File: config.mk
export PLATFORM = sky130hd
export DESIGN_NAME = axis_block_packer
export DESIGN_NICKNAME = d
export VERILOG_FILES = /design/src/rtl/axis_block_packer.sv
export SDC_FILE = /design/constraint.sdc
export NUM_CORES = 1
export LEC_CHECK = 0
export CAP_MARGIN = 20
export CORE_MARGIN = 8
export CORE_UTILIZATION = 47
export DETAILED_ROUTE_END_ITERATION = 8
export PLACE_DENSITY = 0.8
export SYNTH_ARGS = -nofsm -noshare
export SYNTH_HDL_FRONTEND = slang
export SYNTH_SLANG_ARGS = --single-unit
File: constraint.sdc
create_clock -name aclk -period 2.97 [get_ports aclk]
set_input_delay 0.594 -clock aclk [delete_from_list [all_inputs] [get_ports aclk]]
set_output_delay 0.594 -clock aclk [all_outputs]
set_load 0.005 [all_outputs]
File: src/rtl/axis_block_packer.sv
//------------------------------------------------------------------------------
// axis_block_packer: packs 32-bit AXI-Stream beats into 128-bit blocks.
// Optional sticky keep-pattern error output enabled by AXIS_BLOCK_PACKER_ERR_EN.
// Revision: 1.0
//------------------------------------------------------------------------------
`default_nettype none

module axis_block_packer #(
    parameter int TDATA_WIDTH = 32,
    parameter int BLOCK_WIDTH = 128
) (
    input  logic                     aclk,
    input  logic                     aresetn,
    input  logic                     s_tvalid,
    output logic                     s_tready,
    input  logic [TDATA_WIDTH-1:0]   s_tdata,
    input  logic [TDATA_WIDTH/8-1:0] s_tkeep,
    input  logic                     s_tlast,
    input  logic                     s_tuser,
    output logic                     m_tvalid,
    input  logic                     m_tready,
    output logic [BLOCK_WIDTH-1:0]   m_tdata,
    output logic [BLOCK_WIDTH/8-1:0] m_tkeep,
    output logic                     m_tlast,
    output logic                     m_tuser
`ifdef AXIS_BLOCK_PACKER_ERR_EN
    ,
    output logic                     err
`endif
);

    localparam int         KW        = TDATA_WIDTH / 8;
    localparam int         BEATS     = BLOCK_WIDTH / TDATA_WIDTH;
    localparam logic [1:0] LAST_BEAT = 2'(BEATS - 1);

    typedef enum logic [0:0] {
        FILL = 1'b0,
        HOLD = 1'b1
    } state_t;

    state_t                   r_state;
    state_t                   w_state_nxt;
    logic [1:0]               r_cnt;
    logic [BLOCK_WIDTH-1:0]   r_data;
    logic [BLOCK_WIDTH/8-1:0] r_keep;
    logic                     r_last;
    logic                     r_user;
    logic [TDATA_WIDTH-1:0]   w_beat_data;
    logic                     w_in_xfer;
    logic                     w_out_xfer;
    logic                     w_blk_done;

    assign s_tready   = (r_state == FILL) || m_tready;
    assign m_tvalid   = (r_state == HOLD);
    assign m_tdata    = r_data;
    assign m_tkeep    = r_keep;
    assign m_tlast    = r_last;
    assign m_tuser    = r_user;

    assign w_in_xfer  = s_tvalid && s_tready;
    assign w_out_xfer = m_tvalid && m_tready;
    assign w_blk_done = w_in_xfer && ((r_cnt == LAST_BEAT) || s_tlast);

    // Null bytes (keep=0) are stored as zero so they never carry stray data.
    always_comb begin
        w_beat_data = '0;
        for (int b = 0; b < KW; b++) begin
            w_beat_data[8*b +: 8] = s_tkeep[b] ? s_tdata[8*b +: 8] : 8'h00;
        end
    end

    always_ff @(posedge aclk or negedge aresetn) begin
        if (!aresetn) begin
            r_state <= FILL;
        end else begin
            r_state <= w_state_nxt;
        end
    end

    always_comb begin
        w_state_nxt = r_state;
        case (r_state)
            FILL: begin
                if (w_blk_done) begin
                    w_state_nxt = HOLD;
                end
            end
            HOLD: begin
                if (w_blk_done) begin
                    w_state_nxt = HOLD;
                end else if (w_out_xfer) begin
                    w_state_nxt = FILL;
                end
            end
            default: w_state_nxt = FILL;
        endcase
    end

    // Beat 0 rebuilds the whole assembly register so padded lanes read as zero.
    always_ff @(posedge aclk or negedge aresetn) begin
        if (!aresetn) begin
            r_cnt  <= '0;
            r_data <= '0;
            r_keep <= '0;
            r_last <= 1'b0;
            r_user <= 1'b0;
        end else if (w_in_xfer) begin
            if (r_cnt == 2'd0) begin
                r_data <= {{(BLOCK_WIDTH - TDATA_WIDTH){1'b0}}, w_beat_data};
                r_keep <= {{(BLOCK_WIDTH/8 - KW){1'b0}}, s_tkeep};
                r_user <= s_tuser;
            end else begin
                r_data[TDATA_WIDTH*r_cnt +: TDATA_WIDTH] <= w_beat_data;
                r_keep[KW*r_cnt +: KW]                   <= s_tkeep;
            end
            r_last <= s_tlast;
            r_cnt  <= w_blk_done ? 2'd0 : r_cnt + 2'd1;
        end
    end

`ifdef AXIS_BLOCK_PACKER_ERR_EN
    logic w_keep_contig;
    logic w_keep_bad;

    assign w_keep_contig = (s_tkeep == 4'h0) || (s_tkeep == 4'h1) || (s_tkeep == 4'h3) ||
                           (s_tkeep == 4'h7) || (s_tkeep == 4'hF);
    assign w_keep_bad    = (!s_tlast && (s_tkeep != 4'hF)) || !w_keep_contig;

    always_ff @(posedge aclk or negedge aresetn) begin
        if (!aresetn) begin
            err <= 1'b0;
        end else if (w_in_xfer && w_keep_bad) begin
            err <= 1'b1;
        end
    end
`endif

endmodule

`default_nettype wire

After elaboration in Yosys (flattened, before gate mapping)
Index checks and enable logic that the tools add are counted.

Flip-flop bits (word level): 149. Input port bits: 42. Output and inout bits: 148. Logic and storage cells: 35.

Add/sub/neg operators: 3. Eq/ne operators: 1. Shift-type cells: 4. Multiplexer cells: 13. Bitwise operators: 1. Reductions and logical operators: 7.

Operators with widths (count): bitwise mux 128 bit (1); two-way mux 128 bit (1); variable shift 32 x 34 -> 128 bit (first input constant) (1); variable part select 32 x 34 -> 128 bit (1); negation 4 -> 34 bit (1); negation 7 -> 34 bit (1); variable shift 4 x 34 -> 16 bit (first input constant) (1); variable part select 4 x 34 -> 16 bit (1); two-way mux 8 bit (4); bitwise mux 16 bit (1); two-way mux 16 bit (1); logical AND 1 bit (3); two-way mux 1 bit (3); adder 2 x 1 -> 2 bit (second input constant) (1); equality test 2 bit (second input constant) (1); logical NOT 2 bit (1); logical OR 1 bit (2); two-way mux 2 bit (1); one-hot mux 1 bit (2 select lines) (1); AND reduction 2 bit (1); NOT 1 bit (1).

Longest topological paths before layout
Gate-level depths: netlist of run 1.

Depth in word-level cells: 6. Gate-level depth with buffers: 9. Mapped depth without buffers: 5.

Worst setup path after synthesis of run 1
Ideal clock, no wire load.

Path kind: register to register. From: register r_cnt[0]. To: register r_data[121], in the netlist m_tdata[121]. Library setup time: 0.122 ns. Arrival: 1.880 ns. Data required time: 2.848 ns. Slack: 0.968 ns. Cell stages (with the launch flop): 8. Buffers on the path: 2. Clock period less this slack: 2.002 ns. Cells stage by stage: dfrtp_1 inv_1 ha_1 and4bb_1 and4b_1 buf_4 buf_6 a32o_1.

Cells in the longest elaborated chain, start to end: 4. Elaborated cells on any way between the ends: 6. Classes of those cells: add/sub: 1; shift: 2; mux: 2; reduce/logical: 1.

Ends and longest elaborated chain: start: declaration (line 43) `logic [1:0] r_cnt;`; start signal: assignment (line 117) `r_cnt <= w_blk_done ? 2'd0 : r_cnt + 2'd1;`; negation 7 -> 34 bit (line 113) `r_data[TDATA_WIDTH*r_cnt +: TDATA_WIDTH] <= w_beat_data;`; variable part select 32 x 34 -> 128 bit / variable shift 32 x 34 -> 128 bit (equally long branches) (line 113); bitwise mux 128 bit (line 113); two-way mux 128 bit (*) (line 108) `if (r_cnt == 2'd0) begin`; end signal: assignment (line 109) `r_data <= {{(BLOCK_WIDTH - TDATA_WIDTH){1'b0}}, w_beat_data};`; end signal: indexed assignment (line 113); end: declaration (line 44) `logic [BLOCK_WIDTH-1:0] r_data;`.

Every way passes the cells marked *; elsewhere a longest branch is shown, timed or not. A chain may end at the register's enable or synchronous reset.

Final worst setup path of run 1
From: register r_cnt[0]. To: register r_data[110], in the netlist m_tdata[110].

Same word-level chain as after synthesis.

==> summary.md, run 1 <==
| Metric | Value |
|---|---|
| Area of the multi-input gates | 0.002317 mm² |
| Setup violators final | 0 |
| Vias after detailed routing | 4791 |
| # DRC | 0 |
| Syn. warnings | 0 |
| Sequential cell area | 0.003729 mm² |
| Critical Path Fanout Max | 36 |
| Reg2reg end | m_tdata[110] |
| CTS Hold Bufs | 0 |
| Port Buffer Count | 189 |
| Pwr per Cell Area | 631.5 mW/mm² |
| Outcome | finished clean |
| Gr usage total | 21.69% |
| Post-synth EDFFs | 0 |
| Fin crit share | 86.27% |
| Main synth FF type | dfrtp_1 |
| Non-Filler Instances | 815 |
| Post-synthesis sequential area ratio | 58.65% |
| Post-CTS setup buffers | 0 |
| Initial Util | 48.01% |
| Number of fill cells in the layout | 955 |
| Largest area contributor in the netlist | dfrtp_1 |
| Antenna diodes | 0 |
| Dpl cells | 783 |
| Clock root cell | clkbuf_16 |
| Post-synth cell types | 33 |
| Critical Setup Path Class | flop to flop |
| CTS tree | done |
| Crit end category | flop |
| WL per Instance | 23.10 µm |
| Synthesized Nets | 491 |
| Setup TNS after final layout | 0 ns |
| Total CTS buffers | 17 |
| Core Area | 0.01324 mm² |
| Reg2Reg Depth | 5 |
| Syn_area_per_cell | 14.32 µm² |
| Slew headroom | 37.44% |
| Layout cells sized above 1 | 17.84% |
| Unrepaired setup endpoints after global routing | false |
| Max_cap viols | 0 |
| DR iter-0 viols | 365 |
| Syn Inst Count | 444 |
| Clock sinks | 149 |
| CTS resizes | 0 |
| Worst min-delay path class | primary input to asynchronous set/reset pin |
| Worst-Margin Slew | 0.9343 ns |
| Die width | 132.3 µm |
| Row cnt | 42 |
| Largest net degree at the start of global routing | 77 |
| Nets | 673 |
| Crit path arrival time | 2.91 ns |
| GR Overflow Total | 0 |
| Leak | 3.947 nW |
| Clock-pin slew on the worst setup and hold paths | 0.06 ns |
| Top cell type's share of synthesized area | 58.65% |
| Dpl hpwl | 13080 µm |
| CP required | 3.32 ns |
| Fin. max-slew vios | 0 |
| Global-route wire length before repair | 29880 µm |
| Clk_lat worst skew | 0.42 ns |
| Die ar. | 0.01750 mm² |
| Top Ports | 190 |
| Post-synth ARST share | 100.0% |
| Mapped cell area | 0.006357 mm² |
| Post-place instance area | 0.008428 mm² |
| Synthesized flop and latch total | 149 |
| Vias in the first global route | 5128 |
| Worst Skew | 0.006346 ns |
| Die Y-Extent | 132.3 µm |
| Synth top area cells | dfrtp_1, a32o_1, o2bb2ai_2 |
| Maximum vdd drop | 0.0003721 V |
| Total wire length | 18820 µm |
| Finished layout cell area | 0.009014 mm² |
| Reg-to-reg startpoint | r_cnt[0] |
| H-tree levels | 4 |
| Antenna-violating nets left | 0 |
| Fmax | 0.3903 GHz |
| FF-to-FF setup slack | 0.41 ns |
| RePlAce Congestion | 0.8026 |
| Via density | 5.879 |
| Initial antenna violation count | 0 |
| Final Critical Period | 2.562 ns |
| CP Launch Type | flop |
| CTS Buffer Depth | 2 |
| Hold Fails Final Rpt | 0 |
| Router iterations before antenna repair | 4 |
| P&R area growth vs syn | 41.78% |
cell type report:
class                   instances  share of cell area (%)
flip-flops and latches        149                   41.37
multi-input cells             239                   25.71
repair buffers                214                   23.78
clock buffers                  19                   5.025
well taps                     176                   2.443
clock inverters                13                   1.471
inverters                       5                  0.2082
registers in the layout (all words and copies together), names as in the netlist:
register and count:
m_tdata 128, m_tkeep 16, r_cnt 2, m_tlast 1, m_tuser 1, m_tvalid 1
routing by layer:
layer / global-route usage, % / part of all wire, % / vias up
met1: 26.92 / 41 / 2475
met2: 34.48 / 49 / 182
li1: - / - / 2109
met5: 0 / 0 / -
met3: 7.203 / 7.6 / 25
met4: 8.202 / 1.9 / 0
report_power, final:
group	switching (mW)	internal, mW
logic	0.623	0.657
clock network	0.816	1.27
registers	0.113	2.21
synth_stat cells, types with 2 or more instances:
cell       instances
buf_2             16
buf_6             10
nand3_2            2
dfrtp_1          149
and2_1             9
mux2i_1            3
and3_1            32
o2bb2ai_2         24
o21ai_0            3
a32o_1            72
nand4_1           26
mux2_2            21
clkbuf_1          21
ha_1               5
inv_1              5
buf_1              2
or4b_4             3
mux2_1            18
buf_4              2
a22o_1             8
worst max path at each step:
stage,end,startpoint,cells past startpoint,slack (ns)
floorplan,m_tdata[121],r_cnt[0],7,0.97
global placement,m_tdata[96],m_tready,5,0.37
detailed placement,m_tdata[106],m_tready,5,0.26
CTS,m_tdata[106],r_cnt[0],5,0.41
global route,m_tdata[106],r_cnt[0],5,0.27
finish,m_tdata[110],r_cnt[0],5,0.41
cells in the final DEF, fill, tap and decap left out, drive strengths merged, types with 8 or more instances in the layout:
cell	count
nand4	26
clkbuf	19
clkdlybuf4s50	188
a22o	8
o2bb2ai	24
and3	32
dfrtp	149
and2	9
mux2	39
a32o	72
buf	26
worst max-delay path: stages, from the launching register on:
cell	delay [ns]
dfrtp_1	0.57
inv_1	0.18
ha_1	0.39
and4bb_1	0.29
and4b_2	0.78
a32o_1	0.28
kinds of logic after synthesis:
family | share of synthesized area, %
compound gates | 18.46
fa+ha+maj | 0.9841
buf+inv | 4.920
flops | 58.65
mux | 7.380
simple gates | 9.604
through the flow:
step                      utilization [%]  total power, mW  hold WS [ns]  worst slack (ns)
after floorplan                         -            2.926        0.2984            0.9684
after global placement              63.64            3.595        0.4720            0.3690
after detailed placement            63.64            3.649        0.4799            0.2633
after CTS                           68.07            5.748        0.2164            0.4139
after global routing                68.07            5.938        0.2324            0.2668
final                               68.07            5.692        0.1982            0.4077
No activity file was read; power rests on OpenSTA's default activity.
==> inputs of run 2 (changes only) <==
- CORE_ASPECT_RATIO: not set -> 2
==> run 2 against run 1 <==
  * Sequential cell count unchanged
  * Via count increased by 2.1%
  * Wire length increased by 5.6%
  * Largest power group unchanged
  * Highest routed layer unchanged
==> summary.md, run 2 (synthesized netlist as in run 1, its figures left out) <==
| Metric | Value |
|---|---|
| Vias after detailed routing | 4891 (+2.1%) |
| Fin crit share | 87.12% (+0.85 points) |
| Max_cap viols | 0 (unchanged) |
| Initial Util | 47.57% (-0.43 points) |
| Critical Path Fanout Max | 22 (-39%) |
| Clk_lat worst skew | 0.41 ns (about the same) |
| Most frequent cells in the layout | clkdlybuf4s50_1, dfrtp_1, a32o_1 |
| Final Critical Period | 2.588 ns (+0.02533 ns) |
| Outcome | finished clean |
| Flop pwr share | 40.2% (-0.6 points) |
| Slew headroom | 44.69% (+7.2 points) |
| Nets | 666 (-1.0%) |
| Worst-Margin Slew | 0.8260 ns (-0.1083 ns) |
| Critical path depth | 7 (+2) |
| Area of the multi-input gates | 0.002320 mm² (+0.11%) |
| Unrepaired setup endpoints after global routing | false |
| Clock sinks | 149 (unchanged) |
| Reg2reg end | m_tkeep[8] |
| Max reg flops | 128 (unchanged) |
| Dpl hpwl | 14020 µm (+7.2%) |
| FF-to-FF setup slack | 0.38 ns (-0.03 ns) |
| Setup TNS after final layout | 0 ns (unchanged) |
| Row cnt | 60 (+43%) |
| CP required | 3.25 ns (-0.07 ns) |
| Crit path launch | r_cnt[0] |
| Crit path buf inv count | 3 (+2) |
| Maximum vdd drop | 0.0006121 V (+65%) |
| Fin. max-slew vios | 0 (unchanged) |
| Router iterations before antenna repair | 4 (unchanged) |
| Layout cells sized above 1 | 16.93% (-0.91 points) |
| Global-route wire length before repair | 30840 µm (+3.2%) |
| Fmax | 0.3865 GHz (-0.98%) |
| Worst min-delay path class | primary input to asynchronous set/reset pin |
| Clock root cell | clkbuf_16 |
| Antenna-violating nets left | 0 (unchanged) |
| P_int | 4.139 mW (about the same) |
| Total Power | 5.733 mW (+0.72%) |
| Total CTS buffers | 17 (unchanged) |
| Commonest non-fill, non-tap cell in the layout | clkdlybuf4s50_1 |
| Die width | 98.24 µm (-26%) |
| Post-CTS setup buffers | 0 (unchanged) |
| Reg2Reg Depth | 7 (+2) |
| CP max stage delay | 0.52 ns (-0.26 ns) |
| Hold Fails Final Rpt | 0 (unchanged) |
| Number of fill cells in the layout | 973 (+1.9%) |
| # DRC | 0 (unchanged) |
| Critical Setup Path Class | flop to flop |
| Total wire length | 19870 µm (+5.6%) |
| Critical path's slowest cell | ha_1 |
| Gr usage total | 22.51% (+0.82 points) |
| Via density | 6.215 (+5.7%) |
| DR iter-0 viols | 291 (-20%) |
| Clock-pin slew on the worst setup and hold paths | 0.06 ns (about the same) |
| Largest net degree at the start of global routing | 81 (+5.2%) |
| Die Y-Extent | 180.5 µm (+36%) |
| WL per Instance | 25.25 µm (+9.3%) |
| Psw | 1.594 mW (+2.7%) |
| H-tree levels | 4 (unchanged) |
| Leak | 3.910 nW (-0.95%) |
| Clock power share | 37.6% (+0.9 points) |
| Worst Setup EP | m_tkeep[8] |
| Sw frac | 27.81% (+0.53 points) |
| Reg-to-reg startpoint | r_cnt[0] |
| CTS Buffer Depth | 2 (unchanged) |
| Antenna diodes | 0 (unchanged) |
| P&R area growth vs syn | 40.60% |
| CTS resizes | 0 (unchanged) |
| Top Ports | 190 (unchanged) |
| CP Cell Sequence | inv_1, ha_1, buf_4, or2_1, nand3_2, buf_12, mux2i_1 |
| Vias in the first global route | 5349 (+4.3%) |
| Initial antenna violation count | 0 (unchanged) |
| Crit path arrival time | 2.87 ns (-0.04 ns) |
| CTS Hold Bufs | 0 (unchanged) |
| GR Overflow Total | 0 (unchanged) |
| CTS tree | done |
| Core Area | 0.01336 mm² (+0.91%) |
| Crit end category | flop |
| RePlAce Congestion | 0.8187 (+2.0%) |
| Combinational Power Share | 22.2% (-0.3 points) |
| Worst Skew | 0.01408 ns (+0.007729 ns) |
| Setup violators final | 0 (unchanged) |
| Pwr per Cell Area | 641.4 mW/mm² (+1.6%) |
| Die ar. | 0.01773 mm² (+1.3%) |
| CP Launch Type | flop |
| Critical path's top delay family | buffers and inverters |
| Port Buffer Count | 189 (unchanged) |
| Sequential cell area | 0.003729 mm² (unchanged) |
-- run 2: cell types whose count changed in the layout (fill, tap and decap cells not counted), sizes merged --
cell    previous run  this run
clkinv             7         3
inv                5         8
buf               26        19
clkbuf            19        20
-- run 2: cell type report --
type	count	share of cell area, %
Clock inverter	12	1.596
Tap cell	155	2.170
Timing Repair Buffer	207	23.25
Clock buffer	20	5.109
Sequential cell	149	41.71
Inverter	5	0.2100
Multi-Input combinational cell	239	25.95
-- run 2: per-stage QoR --
stage | utilization (%) | std cells | setup slack (ns) | instance area (µm²) | hold slack, ns
after floorplan | - | 444 | 0.9684 | 6357 | 0.2984
after global placement | 62.41 | 755 | 0.4287 | 8339 | 0.4731
after detailed placement | 62.41 | 755 | 0.4075 | 8339 | 0.4800
after CTS | 66.89 | 787 | 0.3770 | 8939 | 0.2400
after global routing | 66.89 | 787 | 0.2358 | 8939 | 0.2700
final | 66.89 | 787 | 0.3824 | 8939 | 0.2140
-- run 2: worst min path at each step --
stage | from | endpoint | slack, ns
3_3_place_gp | m_tdata[62] | m_tdata[62] | 0.47
3_5_place_dp | m_tdata[117] | m_tdata[117] | 0.48
5_1_grt | aresetn | m_tkeep[0] | 0.27
6_report | aresetn | m_tkeep[0] | 0.21
2_1_floorplan | aresetn | m_tdata[0] | 0.30
4_1_cts | aresetn | m_tkeep[0] | 0.24
-- run 2: routing by layer --
layer	GRT usage [%]	part of all wire (%)	vias to the layer above
met1	22.37	35	2534
met4	15.60	6.1	0
met3	4.954	5.0	60
met5	0	0	-
met2	40.35	54	215
li1	-	-	2082
-- run 2: power groups by stage --
stage	combinational [mW]	clock, mW	sequential, mW
after floorplan	0.576	0	2.35
after global placement	1.24	0	2.33
after detailed placement	1.28	0	2.34
after CTS	1.29	2.19	2.30
after global routing	1.36	2.27	2.32
final	1.27	2.16	2.31
